## src/rtl/pc_gen.sv

```systemverilog
// Program-counter generator: PC register, next-PC selection, sticky jr alignment trap and retire counter.
// Optional return-address-stack checker enabled by defining PC_RAS_EN.
module pc_gen #(
   parameter int          WIDTH     = 32,
   parameter logic [31:0] RESET_PC  = 32'h0000_3000,
   parameter int          CNT_W     = 32,
   parameter int          RAS_DEPTH = 4
) (
   input  logic             clk,
   input  logic             reset,
   input  logic             stall,
   input  logic [2:0]       pc_src,
   input  logic             zero,
   input  logic [31:0]      instr,
   input  logic [WIDTH-1:0] rs_data,
   input  logic             rs_is_ra,
   output logic [WIDTH-1:0] pc,
   output logic [WIDTH-1:0] pc_plus4,
   output logic             addr_err,
   output logic [CNT_W-1:0] inst_cnt,
   output logic             ras_mismatch
);

   localparam logic [WIDTH-1:0] PC_INIT = RESET_PC[WIDTH-1:0];
   localparam logic [2:0] SRC_BEQ = 3'b001;
   localparam logic [2:0] SRC_BNE = 3'b010;
   localparam logic [2:0] SRC_J   = 3'b011;
   localparam logic [2:0] SRC_JAL = 3'b100;
   localparam logic [2:0] SRC_JR  = 3'b101;

   logic [WIDTH-1:0] pc_reg;
   logic             addr_err_reg;
   logic [CNT_W-1:0] inst_cnt_reg;
   logic [WIDTH-1:0] next_pc;
   logic [WIDTH-1:0] branch_off;
   logic [WIDTH-1:0] branch_tgt;
   logic [WIDTH-1:0] jump_tgt;
   logic             is_jr;
   logic             is_jal;
   logic             upd;
   logic             trap;
   logic             unused_bits;

   assign pc       = pc_reg;
   assign addr_err = addr_err_reg;
   assign inst_cnt = inst_cnt_reg;
   assign pc_plus4 = pc_reg + WIDTH'(4);

   assign branch_off = {{(WIDTH-18){instr[15]}}, instr[15:0], 2'b00};
   assign branch_tgt = pc_plus4 + branch_off;

   // The 256 MB region bits only exist when the PC is wider than the jump field.
   generate
      if (WIDTH == 28) begin : g_jump_narrow
         assign jump_tgt = {instr[25:0], 2'b00};
      end else begin : g_jump_wide
         assign jump_tgt = {pc_plus4[WIDTH-1:28], instr[25:0], 2'b00};
      end
   endgenerate

   assign is_jr  = (pc_src == SRC_JR);
   assign is_jal = (pc_src == SRC_JAL);
   assign upd    = !stall && !addr_err_reg;
   assign trap   = upd && is_jr && (rs_data[1:0] != 2'b00);

   always_comb begin
      next_pc = pc_plus4;
      case (pc_src)
         SRC_BEQ: next_pc = zero ? branch_tgt : pc_plus4;
         SRC_BNE: next_pc = zero ? pc_plus4 : branch_tgt;
         SRC_J,
         SRC_JAL: next_pc = jump_tgt;
         SRC_JR:  next_pc = rs_data;
         default: next_pc = pc_plus4;
      endcase
   end

   // A trapping jr neither moves the PC nor counts as a retired update.
   always_ff @(posedge clk) begin
      if (!reset) begin
         pc_reg       <= PC_INIT;
         addr_err_reg <= 1'b0;
         inst_cnt_reg <= '0;
      end else if (upd) begin
         if (trap) begin
            addr_err_reg <= 1'b1;
         end else begin
            pc_reg       <= next_pc;
            inst_cnt_reg <= inst_cnt_reg + CNT_W'(1);
         end
      end
   end

`ifdef PC_RAS_EN
   localparam int PTR_W = $clog2(RAS_DEPTH);
   localparam logic [PTR_W:0] RAS_FULL = (PTR_W+1)'(RAS_DEPTH);

   logic [WIDTH-1:0] ras_mem [RAS_DEPTH];
   logic [PTR_W-1:0] ras_ptr_reg;
   logic [PTR_W:0]   ras_cnt_reg;
   logic             ras_mismatch_reg;
   logic [PTR_W-1:0] top_idx;
   logic             push;
   logic             pop;

   assign top_idx      = ras_ptr_reg - PTR_W'(1);
   assign push         = upd && is_jal;
   assign pop          = upd && is_jr && rs_is_ra && (ras_cnt_reg != '0);
   assign ras_mismatch = ras_mismatch_reg;

   always_ff @(posedge clk) begin
      if (reset && push) begin
         ras_mem[ras_ptr_reg] <= pc_plus4;
      end
   end

   // Circular buffer: when full, the write slot is the oldest entry, so a push overwrites it.
   always_ff @(posedge clk) begin
      if (!reset) begin
         ras_ptr_reg      <= '0;
         ras_cnt_reg      <= '0;
         ras_mismatch_reg <= 1'b0;
      end else begin
         ras_mismatch_reg <= 1'b0;
         if (push) begin
            ras_ptr_reg <= ras_ptr_reg + PTR_W'(1);
            if (ras_cnt_reg != RAS_FULL) begin
               ras_cnt_reg <= ras_cnt_reg + (PTR_W+1)'(1);
            end
         end else if (pop) begin
            ras_ptr_reg      <= top_idx;
            ras_cnt_reg      <= ras_cnt_reg - (PTR_W+1)'(1);
            ras_mismatch_reg <= (ras_mem[top_idx] != rs_data);
         end
      end
   end
`else
   assign ras_mismatch = 1'b0;
`endif

   assign unused_bits = &{1'b0, instr[31:26], rs_is_ra};

endmodule
```

## config.mk

```make
export PLATFORM = sky130hd
export DESIGN_NAME = pc_gen
export DESIGN_NICKNAME = d
export VERILOG_FILES = /design/src/rtl/pc_gen.sv
export SDC_FILE = /design/constraint.sdc
export NUM_CORES = 1
export LEC_CHECK = 0
export BUFFER_PORTS_ARGS = -buffer_cell sky130_fd_sc_hd__buf_4
export CORE_UTILIZATION = 53
export DETAILED_ROUTE_END_ITERATION = 8
export PLACE_DENSITY_LB_ADDON = 0.05
export SYNTH_ARGS = -nofsm -noshare
export SYNTH_HDL_FRONTEND = slang
export SYNTH_SLANG_ARGS = --single-unit
```

## constraint.sdc

```tcl
create_clock -name clk -period 4.1 [get_ports clk]
set_input_delay 0.205 -clock clk [delete_from_list [all_inputs] [get_ports clk]]
set_output_delay 0.205 -clock clk [all_outputs]
set_load 0.01 [all_outputs]
```

==> impl_metrics.json <==
{
  "outcome": "finished, final reports clean",
  "min_path_type": "in -> reg",
  "tns_ns": 0,
  "drc": 0,
  "cp_slowest_cell": "or4_4",
  "antenna_found_initial": 0,
  "grt_util_met3_pct": 4.10,
  "drtIter0Drc": 378,
  "path_cells": "ha_1, nand3_1, nor2_1, nand2_1, xnor2_2, ha_1, nand2_2, or4_4, a21oi_4, o2111ai_4, a211oi_4, a21oi_2, or4_4, o211ai_2",
  "vias": 5928,
  "antenna_cells": 0,
  "cts_tree": "done",
  "nFillCells": 823,
  "hpwl_mm": 12.3,
  "cpPeakStageDelay_ns": 0.53,
  "use_met2_pct": 51.7,
  "fin_nets": 961,
  "drive_gt1_share_pct": 25.9,
  "wl_mm": 16.7,
  "max_cap_violations": 0,
  "cts-buffers-inserted": 9,
  "dp_slack_ns": 0.313,
  "path_clk_slew_ns": 0.08,
  "fin_crit_sh_pct": 93.9,
  "layout.cells.most_common_list": "buf_4 (181), nand2_1 (72), dfxtp_1 (65), xnor2_1 (61), a21oi_1 (48)",
  "final_common_cell": "buf_4",
  "portBuffers": 161,
  "dieHeight_um": 103,
  "synthArstFlopShare_pct": 0,
  "clockRootBuffer": "clkbuf_8",
  "critPathMaxFanout": 7,
  "syn_area_mm2": 0.00545,
  "core-area_mm2": 0.00986,
  "start_kind": "register",
  "synth_top_area_share_pct": 23.9,
  "drt_first_pass_iters": 5,
  "cts_sinks": 65,
  "clkLatencyLatePin_ns": 0.36,
  "ys_types": 74,
  "synth_area_leaders": "dfxtp_1 (24%), xnor2_1 (10%), ha_1 (8.3%)",
  "slew_viol_final": 0,
  "grtUsageTotal_pct": 30.7,
  "rows": 36,
  "p_leak_uw": 0.00313,
  "avgSynthCellArea_um2": 7.81,
  "post_drt_via_cell_ratio": 5.99,
  "tightest_slew_ns": 0.886,
  "ys_dominant_reg_cell": "dfxtp_1",
  "grt_first_pass_wirelength_mm": 25.6,
  "die_area_mm2": 0.0107,
  "gp_congestion": 0.925,
  "cts_setup_buffers": 0,
  "syn2layout_area_growth_pct": 28.6,
  "ir_drop_v": 0.000175,
  "ys_seq_area_share_pct": 23.9,
  "h-tree-depth": 3,
  "synth_nets": 806,
  "cp.arrival_ns": 4.14,
  "fin_ws_ns": 0.251,
  "die_x_um": 103,
  "wl_per_cell_um": 16.9,
  "use_met1_pct": 38.7,
  "grt_start_max_net_pins": 67,
  "hold_viol_final": 0,
  "timing.slew.headroom_pct": 40.4,
  "fin_crit_ns": 3.85,
  "cp_data_required_time_ns": 4.39,
  "finalSetupViolCount": 0,
  "yosys.area.top_type": "dfxtp_1",
  "crit_family": "simple AND/OR/NAND/NOR gates",
  "cp-end-kind": "register",
  "max_freq_mhz": 260,
  "ios": 170,
  "rsz0062_at_grt": "false",
  "ant_nets": 0,
  "overflow": 0,
  "synth_edf_count": 0,
  "power_density_mw_per_mm2": 280,
  "grt_pass1_vias": 5407,
  "initial_utilization_pct": 55.2,
  "yosysWarningCount": 0,
  "synthCells": 697,
  "synth-seq-cells": 65,
  "path_buf_inv": 0,
  "cts.path.max_buffers": 2,
  "hold_buffers": 0,
  "busiest_layer": "met2",
  "criticalPathCategory": "reg -> reg",
  "finalClockSkew_ns": 0.00781
}
## stage by stage
| stage | utilization, % | total power [uW] | hold slack (ns) | cells | cell area [um2] |
|---|---|---|---|---|---|
| floorplan | - | 1160 | 0.395 | 697 | 5450 |
| global placement | 68.9 | 1400 | 0.477 | 974 | 6800 |
| detailed placement | 68.9 | 1410 | 0.488 | 974 | 6800 |
| CTS | 70.9 | 1960 | 0.142 | 990 | 6990 |
| global route | 71.0 | 2060 | 0.161 | 990 | 7000 |
| finish | 71.0 | 1960 | 0.156 | 990 | 7000 |
## worst min-delay path, stage by stage
cell      delay, ns
buf_4          0.08
a221oi_1       0.07
o211ai_2       0.13
## power by group
group	internal (uW)	switching [uW]	total (uW)	leakage, uW
clock	255	288	543	0.0000878
combinational	321	396	718	0.00251
sequential	661	39.5	700	0.000530
total	1240	724	1960	0.00313
## cells by family after synthesis
kind of cell               count (synthesis)  share of synthesized area (%)
adders and majority gates                 37                           8.64
buffers and inverters                     58                           4.71
AOI/OAI and AO/OA                        196                           25.2
and+or+nand+nor                          261                           24.7
xor gates and xnor gates                  79                           12.7
DFF                                       65                           23.9
other                                      1                         0.0689
## layer usage
metal / share of wire [%] / routed length (um)
met1: 43 / 7200
met2: 48 / 8020
met3: 6.5 / 1080
met4: 2.4 / 396
met5: 0 / 0
## worst paths after layout
check                                 start  endpoint  slack [ns]  cells past startpoint
worst min register to register        pc[1]     pc[1]        0.51                      1
worst max register to register        pc[2]    pc[29]        0.25                     14
worst min-delay path            rs_data[29]    pc[29]        0.16                      3
worst max-delay path                  pc[2]    pc[29]        0.25                     14
## Yosys cell counts, drive strengths merged (2+ instances only)
cell and number:
nand2 73, dfxtp 65, xnor2 62, a21oi 50, o21ai 49, nor2 40, ha 36, nand3 36
and2 35, clkbuf 29, a221oi 22, inv 21, xor2 17, and3 16, nand4 16, a21o 13
a221o 11, a31oi 9, buf 8, a222oi 7, nor3 7, nor2b 6, or2 6, nor4 5
o211ai 5, or3 5, a211oi 4, nand2b 4, and4 3, o21a 3, or4 3, a211o 2
nand3b 2, nand4b 2, o2111ai 2, o22ai 2
## area by class of cell
class / instances / area, um2 / area share [%]
clock buffer: 11 / 151 / 2.16
clock inverter: 5 / 40.0 / 0.572
inverter: 21 / 78.8 / 1.13
multi-input combinational: 574 / 3910 / 55.8
sequential: 65 / 1300 / 18.6
tap: 133 / 166 / 2.38
timing repair buffer: 181 / 1360 / 19.4
## timing repair
action	4_1_cts	5_1_grt
endpoints found under the setup margin	0	2
resized for setup	0	2
hold endpoints to repair	0	0
No activity file was read; power rests on OpenSTA's default activity.
